<file path="config.mk">
export PLATFORM = sky130hd
export DESIGN_NAME = scan_mux
export DESIGN_NICKNAME = d
export VERILOG_FILES = /design/src/rtl/scan_mux.sv
export SDC_FILE = /design/constraint.sdc
export NUM_CORES = 1
export LEC_CHECK = 0
export ABC_AREA = 0
export BUFFER_PORTS_ARGS = -buffer_cell sky130_fd_sc_hd__buf_2
export CAP_MARGIN = 20
export CORE_UTILIZATION = 50
export DETAILED_ROUTE_END_ITERATION = 8
export GPL_TIMING_DRIVEN = 0
export PLACE_DENSITY = 0.75
export SYNTH_ARGS = -nofsm -noshare
export SYNTH_HDL_FRONTEND = slang
export SYNTH_SLANG_ARGS = --single-unit
</file>
<file path="constraint.sdc">
create_clock -name Clock -period 1.75 [get_ports Clock]
set_input_delay 0.2625 -clock Clock [delete_from_list [all_inputs] [get_ports Clock]]
set_output_delay 0.2625 -clock Clock [all_outputs]
set_load 0.05 [all_outputs]
</file>
<file path="src/rtl/scan_mux.sv">
// Channel multiplexer with a manual select mode and a timed auto-scan mode.
// Define SCAN_MUX_MASK_EN to add the ChMask per-channel enable port.
module scan_mux #(
  parameter int NUM_CH = 7,
  parameter int WIDTH  = 1,
  parameter int DWELL  = 4,
  localparam int SEL_W = (NUM_CH > 1) ? $clog2(NUM_CH) : 1
) (
  input  logic                      Clock,
  input  logic                      Reset,
  input  logic                      Mode,
  input  logic [SEL_W-1:0]          MuxSelect,
  input  logic [NUM_CH*WIDTH-1:0]   Input,
  input  logic                      Hold,
`ifdef SCAN_MUX_MASK_EN
  input  logic [NUM_CH-1:0]         ChMask,
`endif
  output logic [WIDTH-1:0]          Out,
  output logic [SEL_W-1:0]          Channel,
  output logic                      Valid,
  output logic                      Wrap
);

  localparam int NUM_SLOT = 1 << SEL_W;
  localparam logic [SEL_W-1:0] LAST_CH = SEL_W'(NUM_CH - 1);
  localparam logic [7:0] DWELL_LAST = 8'(DWELL - 1);

  typedef enum logic [1:0] {INIT, MANUAL, SCAN} state_t;

  state_t            state_q, state_d;
  logic [SEL_W-1:0]  channel_q, channel_d;
  logic [7:0]        cnt_q, cnt_d;
  logic [WIDTH-1:0]  out_q, out_d;
  logic              valid_q, valid_d;
  logic              wrap_q, wrap_d;

  logic [NUM_CH-1:0]   en_mask;
  logic [NUM_SLOT-1:0] en_slot;
  logic [WIDTH-1:0]    slot_data [NUM_SLOT];
  logic                any_en;
  logic [SEL_W-1:0]    man_idx;
  logic [SEL_W-1:0]    scan_next;
  logic                scan_wrap;
  logic                scan_found;
  logic [SEL_W-1:0]    cand;

`ifdef SCAN_MUX_MASK_EN
  assign en_mask = ChMask;
`else
  assign en_mask = '1;
`endif

  assign any_en = |en_mask;

  // Slots are padded to a power of two so any select value indexes safely;
  // disabled or nonexistent channels read as zero.
  genvar gi;
  generate
    for (gi = 0; gi < NUM_SLOT; gi++) begin : g_slot
      if (gi < NUM_CH) begin : g_ch
        assign slot_data[gi] = en_mask[gi] ? Input[gi*WIDTH +: WIDTH] : '0;
        assign en_slot[gi]   = en_mask[gi];
      end else begin : g_pad
        assign slot_data[gi] = '0;
        assign en_slot[gi]   = 1'b0;
      end
    end
  endgenerate

  assign man_idx = ({1'b0, MuxSelect} < (SEL_W+1)'(NUM_CH)) ? MuxSelect : '0;

  // Next enabled channel in ascending order; wrap flags a pass through the top.
  always_comb begin
    scan_next  = channel_q;
    scan_wrap  = 1'b0;
    scan_found = 1'b0;
    cand       = channel_q;
    for (int i = 0; i < NUM_CH; i++) begin
      cand = (cand == LAST_CH) ? '0 : cand + 1'b1;
      if (!scan_found && en_slot[cand]) begin
        scan_found = 1'b1;
        scan_next  = cand;
        scan_wrap  = (cand <= channel_q);
      end
    end
  end

  always_comb begin
    state_d   = Mode ? SCAN : MANUAL;
    channel_d = channel_q;
    cnt_d     = cnt_q;
    out_d     = out_q;
    valid_d   = 1'b0;
    wrap_d    = 1'b0;
    case (state_d)
      MANUAL: begin
        channel_d = man_idx;
        cnt_d     = '0;
        out_d     = slot_data[man_idx];
        valid_d   = (state_q == MANUAL) && (man_idx == channel_q) && en_slot[man_idx];
      end
      SCAN: begin
        if (!any_en) begin
          channel_d = '0;
          cnt_d     = '0;
        end else if (state_q != SCAN) begin
          cnt_d = '0;
        end else if (!Hold) begin
          if (cnt_q == DWELL_LAST) begin
            cnt_d     = '0;
            channel_d = scan_next;
            wrap_d    = scan_wrap;
          end else begin
            cnt_d = cnt_q + 8'd1;
          end
        end
        out_d   = slot_data[channel_d];
        valid_d = !Hold && (cnt_d == DWELL_LAST) && en_slot[channel_d];
      end
      default: begin
        channel_d = '0;
        cnt_d     = '0;
        out_d     = '0;
      end
    endcase
  end

  always_ff @(posedge Clock) begin
    if (Reset) begin
      state_q   <= INIT;
      channel_q <= '0;
      cnt_q     <= '0;
      out_q     <= '0;
      valid_q   <= 1'b0;
      wrap_q    <= 1'b0;
    end else begin
      state_q   <= state_d;
      channel_q <= channel_d;
      cnt_q     <= cnt_d;
      out_q     <= out_d;
      valid_q   <= valid_d;
      wrap_q    <= wrap_d;
    end
  end

  assign Out     = out_q;
  assign Channel = channel_q;
  assign Valid   = valid_q;
  assign Wrap    = wrap_q;

endmodule

</file>
# Word-level counts from Yosys, hierarchy flattened
# Memory sizes are Yosys's and may differ from the RTL's.
# Cells that the tools add are included.
# totals
register_bits,16
romBits,72
output_inout_bits,6
memories,9
# op_classes
add_sub_neg,8
n_lt_le_gt_ge,19
n_eq_ne,14
mux,55
n_bitwise,4
n_reduce_logical,19
# mem_list
memory,words,width,read_ports,rd_ports_with_merged_regs,write_ports,line,rtl
(name not given),8,1,1,0,0,118,valid_d = !Hold && (cnt_d == DWELL_LAST) && en_slot[channel_d];
(name not given),8,1,1,0,0,100,valid_d = (state_q == MANUAL) && (man_idx == channel_q) && en_slot[man_idx];
(name not given),8,1,1,0,0,80,if (!scan_found && en_slot[cand]) begin
(name not given),8,1,1,0,0,80,
(name not given),8,1,1,0,0,80,
(name not given),8,1,1,0,0,80,
3 more memories,--,--,--,--,--,--,
# op_table
cell,count
3-bit two-way mux,19
"3-bit by 4-bit < comparator with 1-bit output, second input constant",9
8-bit two-way mux,4
1-bit two-way mux,26
"3-bit by 1-bit adder with 3-bit output, second input constant",7
"3-bit equality test, second input constant",7
3-bit less-or-equal comparator,7
"8-bit by 2-bit equality test with 1-bit output, second input constant",2
1-bit logical AND,10
"8-bit by 1-bit adder with 8-bit output, second input constant",1
"4-bit greater-or-equal comparator, second input constant",2
3-bit inverter with 4-bit output,2
1-bit logical NOT,7
1-bit binary-select mux with 3-bit select,2
3-bit case mux with 2 select lines,1
5-bit OR reduction,1
"2-bit by 1-bit equality test with 1-bit output, second input constant",2
1-bit case mux with 2 select lines,2
3-bit equality test,1
"3-bit < comparator, second input constant",1
"2-bit equality test, second input constant",1
2-bit two-way mux,1
"2-bit inequality test, second input constant",1
1-bit inverter,2
2-bit OR reduction,1

# Depth between registers and ports, before layout
# depth
word_depth,32
mapped_depth,8
ltp_nobuf,7

# Worst setup path after synthesis
# No wires, ideal clock.
# synth_path
kind,register to register
from,register cnt_q[0]
to,register out_q (netlist: Out)
setup_ns,0.129
arrival_ns,1.747
slack_ns,-0.127
path_stages_with_launch,8
path_buffers,0
synth_period_minus_slack_ns,1.877
cell_sequence,dfxtp_1 > ha_1 > nor2b_2 > nand4_4 > a311o_1 > a22o_1 > a31oi_1 > o211ai_1
# synth_via
elab_chain_cells,10
# synth_rtl
element,line,rtl
start: declaration,32,"logic [7:0] cnt_q, cnt_d;"
start signal: assignment,139,cnt_q <= cnt_d;
8-bit by 2-bit equality test with 1-bit output,109,if (cnt_q == DWELL_LAST) begin
3-bit two-way mux,109,
3-bit two-way mux,108,end else if (!Hold) begin
3-bit two-way mux,106,end else if (state_q != SCAN) begin
3-bit two-way mux,95,case (state_d)
3-bit inverter with 4-bit output (not written as such),117,out_d = slot_data[channel_d];
1-bit binary-select mux with 3-bit select,117,
1-bit two-way mux (not written as such) (2 in a row),117,
1-bit case mux with 2 select lines,95,
end signal: assignment,140,out_q <= out_d;
end: declaration,33,"logic [WIDTH-1:0] out_q, out_d;"
# No other way between the ends. The select of a mux whose other input is x is not followed.
# A chain may end at the register's enable or synchronous reset.

# Final worst setup path
# layout_path
from,register cnt_q[1]
to,register out_q (netlist: Out)
# The elaborated chain is that of the path after synthesis.

==> flow_metrics.env <==
export IMPL_outcome="finished, violations left"
export IMPL_violations="negative setup slack"
export IMPL_area_sequential_sq_um=338
export IMPL_dr_pass1_iters=4
export IMPL_hp_class="in -> reg"
export IMPL_initial_core_util_pct=53.7
export IMPL_synth_net_count=170
export IMPL_cts_tree="yes"
export IMPL_first_global_vias=1005
export IMPL_synth_flop_cell="dfxtp_1"
export IMPL_row_count=17
export IMPL_synthTopCellsByArea="dfxtp_1 26%, nor2_1 7.1%, nand2_1 4.3%, nand3_1 3.7%, buf_6 3.7%"
export IMPL_track_usage_pct=23.2
export IMPL_finalCritPeriodShare_pct=102
export IMPL_fin_ws_ps=-36.0
export IMPL_grt_pass1_wl_um=4570
export IMPL_syn_avg_cell_area_sq_um=7.81
export IMPL_finalMaxSlewViolations=0
export IMPL_drive_gt1_share_pct=30.8
export IMPL_slew_headroom_pct=76.7
export IMPL_coreArea_sq_um=2250
export IMPL_die_w_um=51.2
export IMPL_area_growth_pct=22.5
export IMPL_design_area_sq_um=1480
export IMPL_final_cell_mix="23 x nor2_1, 18 x buf_2, 14 x nand2_1"
export IMPL_irDropWorstVdd_mv=0.366
export IMPL_viasPerCell=5.75
export IMPL_grt_setup_unrepaired="yes"
export IMPL_htree_levels=1
export IMPL_critPathMaxFanout=5
export IMPL_fin_crit_ps=1790
export IMPL_hold_viol=0
export IMPL_crit_arrival_ps=1950
export IMPL_fillers=203
export IMPL_hpwl_um=2040
export IMPL_die_h_um=51.2
export IMPL_p_leak_nw=0.593
export IMPL_n_antenna_cell=0
export IMPL_fmax_mhz=560
export IMPL_clkTransAtPathRegs_ps=90
export IMPL_ys_types=51
export IMPL_syn_inst=155
export IMPL_wirelength_um=2930
export IMPL_cp_end_kind="register"
export IMPL_grt_max_degree=11
export IMPL_drc_errors=0
export IMPL_worst_slew_pin_slew_ps=350
export IMPL_worstPathRequired_ps=1910
export IMPL_die_area_sq_um=2620
export IMPL_root_buffer="clkbuf_4"
export IMPL_synth_seq_area_share_pct=26.4
export IMPL_place_area_sq_um=1340
export IMPL_hold_ws_ps=189
export IMPL_synth_area_sq_um=1210
export IMPL_synth_seq_cells=16
export IMPL_io_pin_count=20
export IMPL_synth_edf_count=0
export IMPL_powerDensity_nw_per_um2=496
export IMPL_place_ws_ps=-188
export IMPL_final_common_cell="nor2_1"
export IMPL_nets=202
export IMPL_worst_setup_path_type="reg -> reg"
export IMPL_clk_latency_ps=270
export IMPL_drtAntennaViolNets=0
export IMPL_clock_sinks=16
export IMPL_multi_input_area_sq_um=826
export IMPL_async_flop_share_pct=0
export IMPL_final_setup_tns_ps=-36.0
export IMPL_maxCapViolations=0
export IMPL_wl_per_cell_um=13.8
export IMPL_synth_top_area_cell="dfxtp_1"
export IMPL_routabilityCongestion=0.846
export IMPL_antenna_found_initial=0
export IMPL_vias=1224
export IMPL_cts_buffers=3
export IMPL_yosys_warnings=0
export IMPL_critPathLaunchType="register"
export IMPL_fin_skew_ps=0.846
export IMPL_initialDrtViolationCount=29
export IMPL_clk_path_buf_depth=2
export IMPL_portBuffers=16
export IMPL_setup_viol=1
export IMPL_overflow=0
export IMPL_synth_top_area_share_pct=26.4
==> layer usage <==
layer | vias up | GRT usage (%) | part of all wire [%] | routed length [um]
met2 | 41 | 40.6 | 50 | 1470
li1 | 606 | - | - | -
met4 | 0 | 7.66 | 0.85 | 25
met5 | - | 0 | 0 | 0
met3 | 4 | 1.79 | 4.3 | 125
met1 | 573 | 30.0 | 45 | 1310
==> sequential cells by signal (all words and copies together) (netlist names) <==
name and cells:
cnt_q 8, Channel 3, state_q 2, Out 1, Valid 1, Wrap 1
==> worst max-delay path: stages (launching register included) <==
cell and delay [ps]:
dfxtp_4 380, ha_4 150, nor2b_4 180, buf_4 170, nand4_1 170, mux2_2 270, nand2b_1 50, a31oi_1 180
o211ai_1 110
==> kinds of logic (layout without fill, tap and decap cells) <==
family | count (synthesis) | after routing | synth area share, %
simple gates | 76 | 76 | 34.8
buf+inv | 17 | 47 | 8.26
xor+xnor | 9 | 9 | 6.51
fa+ha+maj | 2 | 2 | 1.96
mux | 5 | 5 | 5.37
flops | 16 | 16 | 26.4
compound gates | 30 | 30 | 16.6
==> final cells by class <==
type                       count  share of cell area [%]
timing repair buffer          28                    11.7
inverter                       6                    1.52
tap                           28                    2.36
sequential                    16                    22.8
clock buffer                   3                    1.52
multi-input combinational    122                    55.6
buffer                        10                    4.47
==> stage by stage <==
step | total power [W] | instances | util, %
5_1_grt | 0.000777 | 213 | 65.8
6_report | 0.000736 | 213 | 65.8
4_1_cts | 0.000739 | 208 | 63.0
3_5_place_dp | 0.000555 | 199 | 59.4
3_3_place_gp | 0.000552 | 199 | 59.4
2_1_floorplan | 0.000509 | 155 | -
==> cell usage after synthesis, drive strengths merged, types with 2 or more instances <==
cell type,count
xnor2,5
nand2,14
buf,7
nand2b,5
mux2,2
and2,2
nand3b,3
nor2b,5
mux2i,2
dfxtp,16
inv,5
a21oi,7
a211oi,2
o21ai,6
clkbuf,4
o22ai,2
nor2,24
and3,3
nor3,3
nor3b,2
nand4,3
nand3,9
xor2,4
==> path summary, 6_finish.rpt <==
check	startpoint	endpoint	slack, ps	cells after the start
worst min-delay path	Mode	Channel[0]$_SDFF_PP0_	190	2
worst min register to register	state_q[1]$_SDFF_PP0_	cnt_q[1]$_SDFF_PP0_	510	2
worst max register to register	cnt_q[1]$_SDFF_PP0_	Out$_SDFF_PP0_	-40	8
worst max-delay path	cnt_q[1]$_SDFF_PP0_	Out$_SDFF_PP0_	-40	8
==> report_power, final <==
part           internal, W  total, W  switching [W]
registers         0.000368  0.000374     0.00000600
clock network    0.0000796  0.000190       0.000110
logic            0.0000674  0.000172       0.000105
==> repair_timing <==
item                                    CTS  global route
endpoints found under the setup margin    2             4
pin swaps                                 6             7
setup buffers                             7             5
gates resized for setup                   5             7
hold buffers                              0             0
Power figures use the tool's default switching activity.
